--- src/rtl/pipelined_adder_pkg.sv ---
// Shared datapath definitions: flag bit positions and the add/sub opcode,
// also used by the ALU decoder.
package pipelined_adder_pkg;

    localparam int CARRY  = 0;
    localparam int OVF    = 1;
    localparam int ZERO   = 2;
    localparam int FLAG_W = 3;

    typedef enum logic {
        OP_ADD = 1'b0,
        OP_SUB = 1'b1
    } op_e;

endpackage

--- src/rtl/pipelined_adder_add_stage.sv ---
// One CHUNK-bit ripple slice of the pipelined adder with its stage registers.
// Operands and already-summed chunks ride along at full width.
module add_stage
    import pipelined_adder_pkg::*;
#(
    parameter int SIZE  = 32,
    parameter int CHUNK = 8,
    parameter int IDX   = 0
) (
    input  logic            clk,
    input  logic            rst,
    input  logic            adv_i,
    input  logic            valid_i,
    input  logic [SIZE-1:0] a_i,
    input  logic [SIZE-1:0] b_i,
    input  logic [SIZE-1:0] s_i,
    input  logic            carry_i,
    output logic            valid_o,
    output logic [SIZE-1:0] a_o,
    output logic [SIZE-1:0] b_o,
    output logic [SIZE-1:0] s_o,
    output logic            carry_o,
    output logic [SIZE-1:0] sum_next_o,
    output logic            carry_next_o
);

    localparam int LO = IDX * CHUNK;

    logic            valid_q;
    logic [SIZE-1:0] a_q;
    logic [SIZE-1:0] b_q;
    logic [SIZE-1:0] s_q;
    logic            carry_q;

    logic [SIZE-1:0] sum_d;
    logic            carry_d;

    // Ripple only this stage's chunk; every other bit of the sum passes through.
    always_comb begin
        sum_d   = s_i;
        carry_d = carry_i;
        for (int i = 0; i < CHUNK; i++) begin
            sum_d[LO+i] = a_i[LO+i] ^ b_i[LO+i] ^ carry_d;
            carry_d     = (a_i[LO+i] & b_i[LO+i]) | (carry_d & (a_i[LO+i] ^ b_i[LO+i]));
        end
    end

    always_ff @(posedge clk) begin
        if (rst) begin
            valid_q <= 1'b0;
            a_q     <= '0;
            b_q     <= '0;
            s_q     <= '0;
            carry_q <= 1'b0;
        end else if (adv_i) begin
            valid_q <= valid_i;
            a_q     <= a_i;
            b_q     <= b_i;
            s_q     <= sum_d;
            carry_q <= carry_d;
        end
    end

    assign valid_o      = valid_q;
    assign a_o          = a_q;
    assign b_o          = b_q;
    assign s_o          = s_q;
    assign carry_o      = carry_q;
    assign sum_next_o   = sum_d;
    assign carry_next_o = carry_d;

endmodule

--- src/rtl/pipelined_adder.sv ---
// Pipelined add/subtract unit: SIZE/CHUNK ripple stages behind a valid/ready
// handshake, with carry, signed-overflow and zero flags on each result.
module pipelined_adder
    import pipelined_adder_pkg::*;
#(
    parameter int SIZE  = 32,
    parameter int CHUNK = 8
) (
    input  logic            clk,
    input  logic            rst,
    input  logic            in_valid,
    output logic            in_ready,
    input  logic [SIZE-1:0] X,
    input  logic [SIZE-1:0] Y,
    input  logic            sub,
    output logic            out_valid,
    input  logic            out_ready,
    output logic [SIZE-1:0] S,
    output logic            Cout,
    output logic            overflow,
    output logic            zero
);

    localparam int STAGES = SIZE / CHUNK;

    if (SIZE % CHUNK != 0) begin : g_bad_chunk
        $error("pipelined_adder: CHUNK must divide SIZE exactly");
    end

    logic            advance;
    logic            valid_c   [STAGES+1];
    logic [SIZE-1:0] a_c       [STAGES+1];
    logic [SIZE-1:0] b_c       [STAGES+1];
    logic [SIZE-1:0] s_c       [STAGES+1];
    logic            carry_c   [STAGES+1];
    logic [SIZE-1:0] sum_nx    [STAGES];
    logic            carry_nx  [STAGES];

    logic [FLAG_W-1:0] flags_q;
    logic [FLAG_W-1:0] flags_d;
    logic              isSub;

    // The whole pipeline moves together; a held result freezes every stage.
    assign advance   = !out_valid || out_ready;
    assign in_ready  = advance;
    assign isSub     = (op_e'(sub) == OP_SUB);

    assign valid_c[0] = in_valid;
    assign a_c[0]     = X;
    assign b_c[0]     = isSub ? ~Y : Y;
    assign s_c[0]     = '0;
    assign carry_c[0] = isSub;

    for (genvar k = 0; k < STAGES; k++) begin : g_stage
        add_stage #(
            .SIZE  (SIZE),
            .CHUNK (CHUNK),
            .IDX   (k)
        ) u_stage (
            .clk          (clk),
            .rst          (rst),
            .adv_i        (advance),
            .valid_i      (valid_c[k]),
            .a_i          (a_c[k]),
            .b_i          (b_c[k]),
            .s_i          (s_c[k]),
            .carry_i      (carry_c[k]),
            .valid_o      (valid_c[k+1]),
            .a_o          (a_c[k+1]),
            .b_o          (b_c[k+1]),
            .s_o          (s_c[k+1]),
            .carry_o      (carry_c[k+1]),
            .sum_next_o   (sum_nx[k]),
            .carry_next_o (carry_nx[k])
        );
    end

    // Flags are computed from the last stage's completed sum and registered
    // alongside it, so they read 0 out of reset rather than zero=1.
    always_comb begin
        flags_d        = '0;
        flags_d[CARRY] = carry_nx[STAGES-1];
        flags_d[OVF]   = (a_c[STAGES-1][SIZE-1] == b_c[STAGES-1][SIZE-1]) &&
                         (sum_nx[STAGES-1][SIZE-1] != a_c[STAGES-1][SIZE-1]);
        flags_d[ZERO]  = (sum_nx[STAGES-1] == '0);
    end

    always_ff @(posedge clk) begin
        if (rst) begin
            flags_q <= '0;
        end else if (advance) begin
            flags_q <= flags_d;
        end
    end

    assign out_valid = valid_c[STAGES];
    assign S         = s_c[STAGES];
    assign Cout      = flags_q[CARRY];
    assign overflow  = flags_q[OVF];
    assign zero      = flags_q[ZERO];

endmodule

--- config.mk ---
export PLATFORM = sky130hd
export DESIGN_NAME = pipelined_adder
export DESIGN_NICKNAME = d
export VERILOG_FILES = /design/src/rtl/pipelined_adder_pkg.sv /design/src/rtl/pipelined_adder_add_stage.sv /design/src/rtl/pipelined_adder.sv
export SDC_FILE = /design/constraint.sdc
export NUM_CORES = 1
export LEC_CHECK = 0
export ABC_CLOCK_PERIOD_IN_PS = 6600
export CELL_PAD_IN_SITES_DETAIL_PLACEMENT = 1
export CELL_PAD_IN_SITES_GLOBAL_PLACEMENT = 1
export CORE_UTILIZATION = 30
export DETAILED_ROUTE_END_ITERATION = 10
export PLACE_DENSITY = 0.61
export SLEW_MARGIN = 20
export SYNTH_ARGS = -nofsm -noshare
export SYNTH_HDL_FRONTEND = slang
export SYNTH_SLANG_ARGS = --single-unit
--- constraint.sdc ---
create_clock -name clk -period 6.6 [get_ports clk]
set_clock_uncertainty 0.1 [all_clocks]
set_input_delay 1.98 -clock clk [delete_from_list [all_inputs] [get_ports clk]]
set_output_delay 1.98 -clock clk [all_outputs]
set_load 0.02 [all_outputs]
* Word level (Yosys, flattened, before mapping)
Index checks and enable logic that the tools add are counted.
** Operators by class
- Equal/unequal tests :: 2
- Mux-type cells :: 1
- Bitwise operators :: 161
- Reduce and logical (&&, ||, !) cells :: 4
** Operators with widths (count)
- 1-bit AND :: 64
- 1-bit bitwise XOR :: 64
- 32-bit zero test :: 1
- 32-bit 2-to-1 mux :: 1
- 32-bit inverter :: 1
- 1-bit bitwise OR :: 32
- 1-bit == test :: 1
- 1-bit logical AND :: 1
- 1-bit zero test :: 1
- 1-bit logical OR :: 1
- 1-bit inequality test :: 1
** Storage, ports and cells
- Bits in registers :: 282
- Bits of input ports :: 69

* Depth between registers and ports, before layout
Gate-level depths: netlist of the first run.
- Depth in word-level cells :: 19
- Gate-level depth with buffers :: 14

* Cells and area by module
A second synthesis of the first run with hierarchy kept.
** Second synthesis, totals
- Cells, all modules :: 1495
- Area total of the unflattened synthesis :: 16045.4 µm²
** By module, submodules not included
- add_stage :: times used 4, cells each 358, area each 3878.7 µm², seq. area each 1961.9 µm²
- pipelined_adder :: times used 1, cells each 63, area each 530.5 µm², seq. area each 60.1 µm²

* Worst setup path before layout of the first run
No wires, ideal clock.
- Path type :: input port to flip-flop
- Start :: input sub
- End :: register g_stage[0].u_stage.s_q[7]
- Setup time :: 0.132 ns
- Arrival time :: 5.153 ns
- Data required time :: 6.368 ns
- Setup slack :: 1.215 ns
- Cell stages on the path :: 14
- Buffers on the path :: 2
- Path through :: buf_2 buf_4 xor2_1 fa_1 inv_1 fa_1 fa_1 fa_1 fa_1 fa_1 inv_1 fa_1 nand2_1 a21oi_1
** On the way
- Longest elaborated chain between the ends :: 17
- Elaborated cells on any way between the ends :: 31
** Ends and longest elaborated chain
- start: declaration :: RTL line pipelined_adder.sv:15 : input logic sub,
- 32-bit 2-to-1 mux :: RTL line pipelined_adder.sv:50 : assign b_c[0] = isSub ? ~Y : Y;
- 1-bit bitwise XOR :: RTL line pipelined_adder_add_stage.sv:44 : carry_d = (a_i[LO+i] & b_i[LO+i]) | (carry_d & (a_i[LO+i] ^ b_i[LO+i]));
- 1-bit AND :: RTL line pipelined_adder_add_stage.sv:44
- 1-bit bitwise OR :: RTL line pipelined_adder_add_stage.sv:44
- 1-bit AND :: RTL line pipelined_adder_add_stage.sv:44
- 1-bit bitwise OR :: RTL line pipelined_adder_add_stage.sv:44
- 1-bit AND :: RTL line pipelined_adder_add_stage.sv:44
- 1-bit bitwise OR :: RTL line pipelined_adder_add_stage.sv:44
- (+2 left out)
- 1-bit AND :: RTL line pipelined_adder_add_stage.sv:44
- 1-bit bitwise OR :: RTL line pipelined_adder_add_stage.sv:44
- 1-bit AND :: RTL line pipelined_adder_add_stage.sv:44
- 1-bit bitwise OR :: RTL line pipelined_adder_add_stage.sv:44
- 1-bit AND :: RTL line pipelined_adder_add_stage.sv:44
- 1-bit bitwise OR :: RTL line pipelined_adder_add_stage.sv:44
- 1-bit bitwise XOR * :: RTL line pipelined_adder_add_stage.sv:43 : sum_d[LO+i] = a_i[LO+i] ^ b_i[LO+i] ^ carry_d;
- net g_stage[0].u_stage.sum_next_o[7] :: RTL line pipelined_adder_add_stage.sv:23 : output logic [SIZE-1:0] sum_next_o,
- end signal: assignment :: RTL line pipelined_adder_add_stage.sv:59 : s_q <= sum_d;
- end: declaration :: RTL line pipelined_adder_add_stage.sv:32 : logic [SIZE-1:0] s_q;
The timed path passes the listed nets; every way through them passes the cells marked *.
A chain may end at the register's enable or synchronous reset.

* Final worst setup path of the first run
- Start :: input out_ready
- End :: output in_ready
** On the way
- Longest elaborated chain between the ends :: 1
** Ends and longest elaborated chain
- start: declaration :: RTL line pipelined_adder.sv:17 : input logic out_ready,
- 1-bit logical OR :: RTL line pipelined_adder.sv:44 : assign advance = !out_valid || out_ready;
- end: declaration :: RTL line pipelined_adder.sv:12 : output logic in_ready,
No other way between the ends.

==> metrics.cfg, run 1 <==
[run_status]
status = complete, no violations

[clock_tree]
hold_buffers = 0
cts_buffers = 17
cts.sinks = 186
cts_tree = built
htree_levels = 4
cts-root-buf = clkbuf_16
cts_setup_buffers = 0
cts_buffer_depth = 2
clk_latency_ps = 440
cts_resized = 0
path_clk_slew_ps = 80

[placement]
dp_slack_ps = 922
post_dp_cell_area_mm2 = 0.00884
place.gp.congestion = 0.689
io_buffers = 105
dpl.hpwl_mm = 11.5

[synth]
synth_seq_cells = 186
synth_top_cell_area_share_pct = 48.3
yosysSeqAreaShare_pct = 48.3
yosysWarnings = 0
syn_inst = 877
yosys.area.top_type = dfxtp_1
synth.distinct_cells = 27
synth_area_mm2 = 0.00772
syn_nets = 978
netlist_top_cells_area = dfxtp_1 48%, nand2_1 14%, a21oi_1 9.4%, fa_1 8.0%, a211oi_2 6.0%
syn-mean-instance-area_um2 = 8.80

[setup_path]
endpoint_kind = output pin
start_kind = input pin
worstPathArrival_ps = 3240
rrSetupSlack_ps = 2120
path_max_fanout = 2
crit_required_ps = 4520
timing_worst_setup_path_type = input pin to output pin

[power_and_ir_drop]
p_switching_mw = 0.670
power_density_mw_per_mm2 = 273
p_total_mw = 2.58
swShare_pct = 26.0
vdd_ir_drop_max_mv = 0.149
pwr-share-comb_pct = 10.7
seqPwrFrac_pct = 48.2
clkPwrFrac_pct = 41.1
leakage_nw = 3.52
p_int_mw = 1.91

[hold_path]
hold_path.class = flop to flop

[drt]
drcViolationCount = 0
vias = 5690
wl_per_cell_um = 13.9
drt-initial-drc-count = 334
drt_wl_total_mm = 17.9
dr.pass1.iters = 4
viasPerCell = 4.43
drtAntennaViolNets = 0

[die]
rows = 58
pin_count = 106
die_x_um = 162
dieArea_mm2 = 0.0264
core_mm2 = 0.0252
start_util_pct = 30.6
die_y_um = 162

[final_layout]
n_fill_cell = 2955
nets = 1042
area_delta_synth_final_pct = 22.3
multi_input_area_mm2 = 0.00348
stdcell_area_mm2 = 0.00944
layout-drive-gt1-share_pct = 8.39
antenna_cells = 0
regArea_mm2 = 0.00372

[timing]
setup_tns_ps = 0
final.min_clock_period_ps = 5320
setup_viol = 0
tightest_slew_ps = 1040
whs_ps = 349
hold_viol = 0
final.setup.worst_slack_ps = 1280
drv_slew = 0
post-route-period-util_pct = 80.5
max_slew_margin_pct = 30.9
rsz0062_at_grt = no
fmax_ghz = 0.188

[grt]
track_usage_pct = 14.1
grt_pass1_wl_mm = 29.5
gr-total-overflow = 0
grt_max_degree = 220
antenna_found_initial = 0
grt_pass1_vias = 5648

[job]
cap_violations = 0

stage by stage:
stage / instances / util (%)
2_1_floorplan: 877 / -
3_3_place_gp: 1252 / 35.1
3_5_place_dp: 1252 / 35.1
4_1_cts: 1284 / 37.5
5_1_grt: 1284 / 37.5
6_report: 1284 / 37.5
synth_stat cells:
cell type  instances
nand2_1          289
dfxtp_1          186
a21oi_1          145
nor2_1            42
a211oi_2          37
fa_1              31
inv_1             28
xnor2_1           28
clkbuf_1          23
buf_4             19
buf_2             15
buf_6              7
nor4_1             6
xor2_1             5
a211oi_1           2
clkbuf_4           2
nand3_1            2
ha_1               1
inv_4              1
mux2_2             1
nand3b_1           1
nand4_1            1
nor2b_4            1
nor3_1             1
nor4bb_1           1
o31ai_1            1
or3_1              1
placed cells by master (no fill, tap or decap), drive strengths merged:
cell type and count:
nand4 1, clkbuf 17, fa 31, clkdlybuf4s50 103
nand2 289, or3 1, xor2 5, nor3 1
bufinv 2, nand3 2, ha 1, a21oi 145
nand3b 1, clkinvlp 1, nor4bb 1, inv 38
o31ai 1, dfxtp 186, mux2 1, nor2b 1
nor4 6, a211oi 39, nor2 42, buf 8
clkinv 3, xnor2 28
worst paths after layout:
check                                                from                                     end  depth (start not counted)
hold / removal     g_stage[3].u_stage.s_o[2]$_SDFFE_PP0P_  g_stage[3].u_stage.s_o[2]$_SDFFE_PP0P_                          2
setup / recovery                                out_ready                                in_ready                          4
hold reg to reg    g_stage[3].u_stage.s_o[2]$_SDFFE_PP0P_  g_stage[3].u_stage.s_o[2]$_SDFFE_PP0P_                          2
setup reg to reg  g_stage[2].u_stage.a_o[24]$_SDFFE_PP0P_                 flags_q[2]$_SDFFE_PP0P_                         14
cells by family after synthesis:
family	synth area share, %
simple gates	17.4
flops	48.3
compound gates	15.7
buf+inv	6.60
xor+xnor	3.75
fa+ha+maj	8.20
mux	0.146
cell type report:
type	count	area share, %
inverter	29	1.21
clock buffer	17	4.51
timing repair buffer	111	11.7
multi-input combinational	596	36.9
clock inverter	15	1.87
sequential	186	39.4
tap	330	4.37
routing by layer:
| layer | share of wire, % | routed length [um] | global-route usage, % |
|---|---|---|---|
| met2 | 42 | 7530 | 20.2 |
| met4 | 0.84 | 150 | 4.37 |
| met3 | 2.8 | 509 | 2.62 |
| met5 | 0 | 0 | 0 |
| met1 | 54 | 9710 | 21.2 |
power by group through the flow:
stage               Combinational (mW)  Clock [mW]  Sequential (mW)
finish                           0.275        1.06             1.24
floorplan                        0.167           0             1.27
global route                     0.312        1.13             1.25
CTS                              0.282        1.09             1.24
global placement                 0.277           0             1.27
detailed placement               0.279           0             1.27
sequential cells by signal, summed over array words and instances (netlist names):
signal and cells:
flags_q 3, g_stage.u_stage.a_o 48, g_stage.u_stage.b_o 48, g_stage.u_stage.carry_o 3
g_stage.u_stage.s_o 80, g_stage.u_stage.valid_o 4
critical path, cell delays in order:
cell and delay, ps:
clkdlybuf4s50_1 500, nor2b_4 70, inv_6 50, clkdlybuf4s50_1 630
Power figures use the tool's default switching activity.
==> run 2: changes to the inputs <==
--- a/config.mk
+++ b/config.mk
@@ -5,12 +5,12 @@
 export SDC_FILE = /design/constraint.sdc
 export NUM_CORES = 1
 export LEC_CHECK = 0
-export ABC_CLOCK_PERIOD_IN_PS = 6600
+export ABC_CLOCK_PERIOD_IN_PS = 4500
 export CELL_PAD_IN_SITES_DETAIL_PLACEMENT = 1
 export CELL_PAD_IN_SITES_GLOBAL_PLACEMENT = 1
 export CORE_UTILIZATION = 30
 export DETAILED_ROUTE_END_ITERATION = 10
-export PLACE_DENSITY = 0.61
+export PLACE_DENSITY = 0.63
 export SLEW_MARGIN = 20
 export SYNTH_ARGS = -nofsm -noshare
 export SYNTH_HDL_FRONTEND = slang
==> constraint.sdc (replaced) <==
create_clock -name clk -period 4.5 [get_ports clk]
set_clock_uncertainty 0.1 [all_clocks]
set_input_delay 1.35 -clock clk [delete_from_list [all_inputs] [get_ports clk]]
set_output_delay 1.35 -clock clk [all_outputs]
set_load 0.02 [all_outputs]
==> metrics.cfg, run 2 (synthesis results as in run 1) <==
[run_status]
status = complete, no violations  ; unchanged

[clock_tree]
hold_buffers = 0  ; unchanged
cts_setup_buffers = 0  ; unchanged
htree_levels = 4  ; unchanged
cts_buffers = 17  ; unchanged
cts-root-buf = clkbuf_16  ; unchanged
clk_latency_ps = 440  ; about the same
cts_tree = built  ; unchanged
cts_buffer_depth = 2  ; unchanged
path_clk_slew_ps = 80  ; about the same
cts.sinks = 186  ; unchanged

[die]
start_util_pct = 30.6  ; unchanged
rows = 58  ; unchanged
die_x_um = 162  ; unchanged
pin_count = 106  ; unchanged
core_mm2 = 0.0252  ; unchanged
die_y_um = 162  ; unchanged
dieArea_mm2 = 0.0264  ; unchanged

[timing]
setup_tns_ps = 0  ; unchanged
hold_viol = 0  ; unchanged
tightest_slew_ps = 1070  ; was 1040 ps
max_slew_margin_pct = 29.0  ; was 30.9%
whs_ps = 352  ; was 349 ps
setup_viol = 0  ; unchanged
drv_slew = 0  ; unchanged
final.min_clock_period_ps = 4340
final.setup.worst_slack_ps = 165  ; was 1280 ps
rsz0062_at_grt = no  ; unchanged
post-route-period-util_pct = 96.3
fmax_ghz = 0.231

[setup_path]
path_max_fanout = 1  ; was 2
worstPathArrival_ps = 4520  ; was 3240 ps
timing_worst_setup_path_type = input pin to flop  ; was input pin to output pin
start_kind = input pin  ; unchanged
crit_required_ps = 4690  ; was 4520 ps
endpoint_kind = flop  ; was output pin

[final_layout]
area_delta_synth_final_pct = 23.0  ; was 22.3%
most-common-layout-cells = 289 x nand2_1, 186 x dfxtp_1, 145 x a21oi_1, 99 x clkdlybuf4s50_1, 42 x nor2_1  ; was 289 x nand2_1, 186 x dfxtp_1, 145 x a21oi_1, 103 x clkdlybuf4s50_1, 42 x nor2_1
stdcell_count = 1287  ; was 1284
stdcell_area_mm2 = 0.00949  ; was 0.00944 mm2
layout-drive-gt1-share_pct = 9.93  ; was 8.39%
largest_reg_flops = 80  ; unchanged
nets = 1045  ; was 1042
utilization_pct = 37.7  ; was 37.5%
antenna_cells = 0  ; unchanged
final_common_cell = nand2_1  ; unchanged

[hold_path]
hold_path.class = flop to flop  ; unchanged

[placement]
dp_slack_ps = -454  ; was 922 ps
dpl.hpwl_mm = 11.9  ; was 11.5 mm
io_buffers = 105  ; unchanged
dpl.cell_count = 1255  ; was 1252
place.gp.congestion = 0.681  ; was 0.689
post_dp_cell_area_mm2 = 0.00888  ; was 0.00884 mm2

[drt]
drt-initial-drc-count = 326  ; was 334
drt_wl_total_mm = 18.3  ; was 17.9 mm
wl_per_cell_um = 14.2  ; was 13.9 um
dr.pass1.iters = 4  ; unchanged
viasPerCell = 4.48  ; was 4.43
drcViolationCount = 0  ; unchanged
vias = 5769  ; was 5690
drtAntennaViolNets = 0  ; unchanged

[grt]
grt_pass1_wl_mm = 30.4  ; was 29.5 mm
grt_pass1_vias = 5829  ; was 5648
track_usage_pct = 14.5  ; was 14.1%
gr-total-overflow = 0  ; unchanged
grt_max_degree = 220  ; unchanged
antenna_found_initial = 0  ; unchanged

[job]
cap_violations = 0  ; unchanged

[power_and_ir_drop]
power_density_mw_per_mm2 = 395  ; was 273 mW/mm2
leakage_nw = 3.55  ; was 3.52 nW
p_total_mw = 3.75  ; was 2.58 mW
vdd_ir_drop_max_mv = 0.165  ; was 0.149 mV

==> run 2: power breakdown <==
part	leakage (nW)	total [mW]	switching, mW	internal (mW)
Sequential	1.53	1.82	0.0697	1.75
Clock	0.293	1.50	0.749	0.753
Combinational	1.72	0.419	0.213	0.207
Total	3.55	3.75	1.03	2.71
==> run 2: final timing paths <==
kind	from	end	slack [ps]	depth (start not counted)
worst max register to register	g_stage[2].u_stage.a_o[24]$_SDFFE_PP0P_	flags_q[1]$_SDFFE_PP0P_	240	14
worst min register to register	g_stage[3].u_stage.s_o[9]$_SDFFE_PP0P_	g_stage[3].u_stage.s_o[9]$_SDFFE_PP0P_	350	2
worst min-delay path	g_stage[3].u_stage.s_o[9]$_SDFFE_PP0P_	g_stage[3].u_stage.s_o[9]$_SDFFE_PP0P_	350	2
worst max-delay path	Y[2]	g_stage[0].u_stage.s_o[7]$_SDFFE_PP0P_	160	11
==> run 2: repair_timing <==
item                                    CTS  global route
pin swaps                                 1             9
resized for setup                         1            13
endpoints found under the setup margin    1             2
==> run 2: per-layer routing <==
layer  global-route usage (%)  up-vias  part of all wire, %
li1                         -     2951                    -
met1                     20.7     2715                   52
met2                     22.0       86                   44
met3                     2.55       17                  3.1
met4                     5.06        0                  1.3
met5                        0        -                    0
==> run 2: cell type report <==
class,instances,area (um2)
fillers,2890,15700
repair buffers,114,1120
multi-input cells,596,3520
inverters,29,114
clock buffers,17,425
clock inverters,15,174
well taps,330,413
flip-flops and latches,186,3720
==> run 2: critical path: stages <==
cell and delay, ps:
clkdlybuf4s50_1 420, xnor2_1 160, fa_2 380, fa_2 400, fa_2 420, fa_2 420
fa_2 400, inv_2 70, fa_1 380, nand2_1 70, a21oi_1 70
==> run 3: changes to the inputs <==
--- a/config.mk
+++ b/config.mk
@@ -11,6 +11,7 @@
 export CORE_UTILIZATION = 30
 export DETAILED_ROUTE_END_ITERATION = 10
 export PLACE_DENSITY = 0.63
+export SETUP_SLACK_MARGIN = 0.5
 export SLEW_MARGIN = 20
 export SYNTH_ARGS = -nofsm -noshare
 export SYNTH_HDL_FRONTEND = slang
==> metrics.cfg, run 3 (synthesis results as in run 1) <==
[drt]
drtAntennaViolNets = 0  ; unchanged
drt-initial-drc-count = 319  ; was 326
drt_wl_total_mm = 18.2  ; was 18.3 mm
vias = 5747  ; was 5769
dr.pass1.iters = 4  ; unchanged
drcViolationCount = 0  ; unchanged
viasPerCell = 4.44  ; was 4.48
wl_per_cell_um = 14.1  ; was 14.2 um

[clock_tree]
cts_tree = built  ; unchanged
path_clk_slew_ps = 80  ; about the same
cts_buffers = 17  ; unchanged
hold_buffers = 0  ; unchanged
cts_buffer_depth = 2  ; unchanged
cts.sinks = 186  ; unchanged
htree_levels = 4  ; unchanged
cts-root-buf = clkbuf_16  ; unchanged
clk_latency_ps = 430  ; was 440 ps

[power_and_ir_drop]
p_switching_mw = 1.01  ; was 1.03 mW
swShare_pct = 27.1  ; was 27.5%
power_density_mw_per_mm2 = 391  ; was 395 mW/mm2
pwr-share-comb_pct = 11.3  ; was 11.2%
leakage_nw = 3.54  ; was 3.55 nW
vdd_ir_drop_max_mv = 0.227  ; was 0.165 mV
clkPwrFrac_pct = 39.9  ; was 40.1%
seqPwrFrac_pct = 48.8  ; was 48.7%
p_int_mw = 2.72  ; was 2.71 mW

[grt]
grt_pass1_wl_mm = 29.8  ; was 30.4 mm
gr-total-overflow = 0  ; unchanged
grt_pass1_vias = 5902  ; was 5829
track_usage_pct = 14.3  ; was 14.5%
grt_max_degree = 220  ; unchanged
antenna_found_initial = 0  ; unchanged

[die]
die_x_um = 162  ; unchanged
pin_count = 106  ; unchanged
start_util_pct = 30.6  ; unchanged
die_y_um = 162  ; unchanged
core_mm2 = 0.0252  ; unchanged
dieArea_mm2 = 0.0264  ; unchanged
rows = 58  ; unchanged

[timing]
rsz0062_at_grt = yes  ; was no
whs_ps = 349  ; was 352 ps
max_slew_margin_pct = 33.0  ; was 29.0%
fmax_ghz = 0.247  ; was 0.231 GHz
final.min_clock_period_ps = 4040  ; was 4340 ps
tightest_slew_ps = 1000  ; was 1070 ps
post-route-period-util_pct = 89.9  ; was 96.3%
drv_slew = 0  ; unchanged
hold_viol = 0  ; unchanged
setup_viol = 0  ; unchanged

[final_layout]
final_common_cell = nand2_1  ; unchanged
most-common-layout-cells = 289 x nand2_1, 185 x dfxtp_1, 144 x a21oi_1, 97 x clkdlybuf4s50_1, 42 x nor2_1  ; was 289 x nand2_1, 186 x dfxtp_1, 145 x a21oi_1, 99 x clkdlybuf4s50_1, 42 x nor2_1
layout-drive-gt1-share_pct = 12.3  ; was 9.93%
antenna_cells = 0  ; unchanged
nets = 1051  ; was 1045
area_delta_synth_final_pct = 23.9  ; was 23.0%
largest_reg_flops = 80  ; unchanged
stdcell_area_mm2 = 0.00956  ; was 0.00949 mm2

[setup_path]
path_max_fanout = 1  ; unchanged
r2r_start = g_stage[2].u_stage.a_o[24]$_SDFFE_PP0P_  ; unchanged
crit_end = g_stage[0].u_stage.s_o[7]$_SDFFE_PP0P_  ; unchanged
r2r_end = flags_q[1]$_SDFFE_PP0P_  ; unchanged
crit_required_ps = 4700  ; was 4690 ps
worstPathArrival_ps = 4240  ; was 4520 ps
rrSetupSlack_ps = 510  ; was 240 ps
start_kind = input pin  ; unchanged
timing_worst_setup_path_type = input pin to flop  ; unchanged
crit_path_start = X[2]  ; was Y[2]
ff2ff_path_depth = 14  ; unchanged
endpoint_kind = flop  ; unchanged

[placement]
place.gp.congestion = 0.703  ; was 0.681
io_buffers = 105  ; unchanged
post_dp_cell_area_mm2 = 0.00890  ; was 0.00888 mm2
dpl.hpwl_mm = 11.8  ; was 11.9 mm

[hold_path]
hold_path.class = flop to flop  ; unchanged

[run_status]
status = complete, no violations  ; unchanged

[job]
cap_violations = 0  ; unchanged

## run 3: changes by cell type in the layout (fill, tap and decap cells not counted), moves of 2 or more
cell / change
fa_1: -10
fa_2: +10
buf_4: +6
dlygate4sd2_1: +3
inv_1: -3
inv_2: +3
clkbuf_2: -2
clkdlybuf4s50_1: -2
clkinv_8: -2
dlymetal6s2s_1: -2
## run 3: worst min-delay path by stage
stage                                                        from                                      end  slack, ps  cells past startpoint
final                      g_stage[0].u_stage.a_o[9]$_SDFFE_PP0P_   g_stage[0].u_stage.a_o[9]$_SDFFE_PP0P_        350                      2
after detailed placement  g_stage[1].u_stage.a_o[30]$_SDFFE_PP0P_  g_stage[1].u_stage.a_o[30]$_SDFFE_PP0P_        340                      2
after CTS                  g_stage[0].u_stage.a_o[9]$_SDFFE_PP0P_   g_stage[0].u_stage.a_o[9]$_SDFFE_PP0P_        350                      2
after global placement    g_stage[3].u_stage.s_o[21]$_SDFFE_PP0P_  g_stage[3].u_stage.s_o[21]$_SDFFE_PP0P_        340                      2
after floorplan           g_stage[0].u_stage.a_o[15]$_SDFFE_PP0P_  g_stage[0].u_stage.a_o[15]$_SDFFE_PP0P_        330                      2
after global routing      g_stage[0].u_stage.a_o[28]$_SDFFE_PP0P_  g_stage[0].u_stage.a_o[28]$_SDFFE_PP0P_        370                      2
## run 3: per-layer routing
metal | wire length (um) | track usage, % | vias up
li1 | - | - | 2964
met1 | 9320 | 20.4 | 2682
met2 | 7940 | 21.5 | 86
met3 | 689 | 3.06 | 15
met4 | 223 | 4.50 | 0
met5 | 0 | 0 | -
## run 3: worst max-delay path: stages
cell	delay, ps
clkdlybuf4s50_1	480
inv_2	50
fa_2	380
fa_2	350
fa_2	340
fa_2	340
fa_2	340
inv_2	70
fa_2	400
nand2_1	60
a21oi_1	70
## run 3: layout make-up
class / instances / area [um2]
fill: 2929 / 15600
sequential: 186 / 3720
tap: 330 / 413
clock inverter: 14 / 149
inverter: 29 / 114
multi-input combinational: 596 / 3550
clock buffer: 18 / 439
timing repair buffer: 120 / 1170
## run 3: metrics by stage
stage | std cells | TNS [ps] | setup slack, ps | utilization (%) | power, mW
after CTS | 1291 | 0 | 231 | 37.9 | 3.79
after global routing | 1293 | 0 | 373 | 38.0 | 3.92
after detailed placement | 1256 | -493 | -373 | 35.3 | 2.28
after global placement | 1256 | -346 | -317 | 35.3 | 2.27
after floorplan | 877 | 0 | 34.5 | - | 2.11
final | 1293 | 0 | 456 | 38.0 | 3.74
## run 3: timing repair
action | 4_1_cts | 5_1_grt
pin swaps | 10 | 10
resized for setup | 30 | 4
setup buffers | 3 | 2
endpoints found under the setup margin | 6 | 7
## run 3: power groups by stage
| stage | sequential (mW) | combinational, mW | clock [mW] |
|---|---|---|---|
| floorplan | 1.86 | 0.251 | 0 |
| global placement | 1.86 | 0.412 | 0 |
| detailed placement | 1.86 | 0.420 | 0 |
| CTS | 1.83 | 0.430 | 1.54 |
| global route | 1.84 | 0.474 | 1.61 |
| finish | 1.82 | 0.422 | 1.49 |
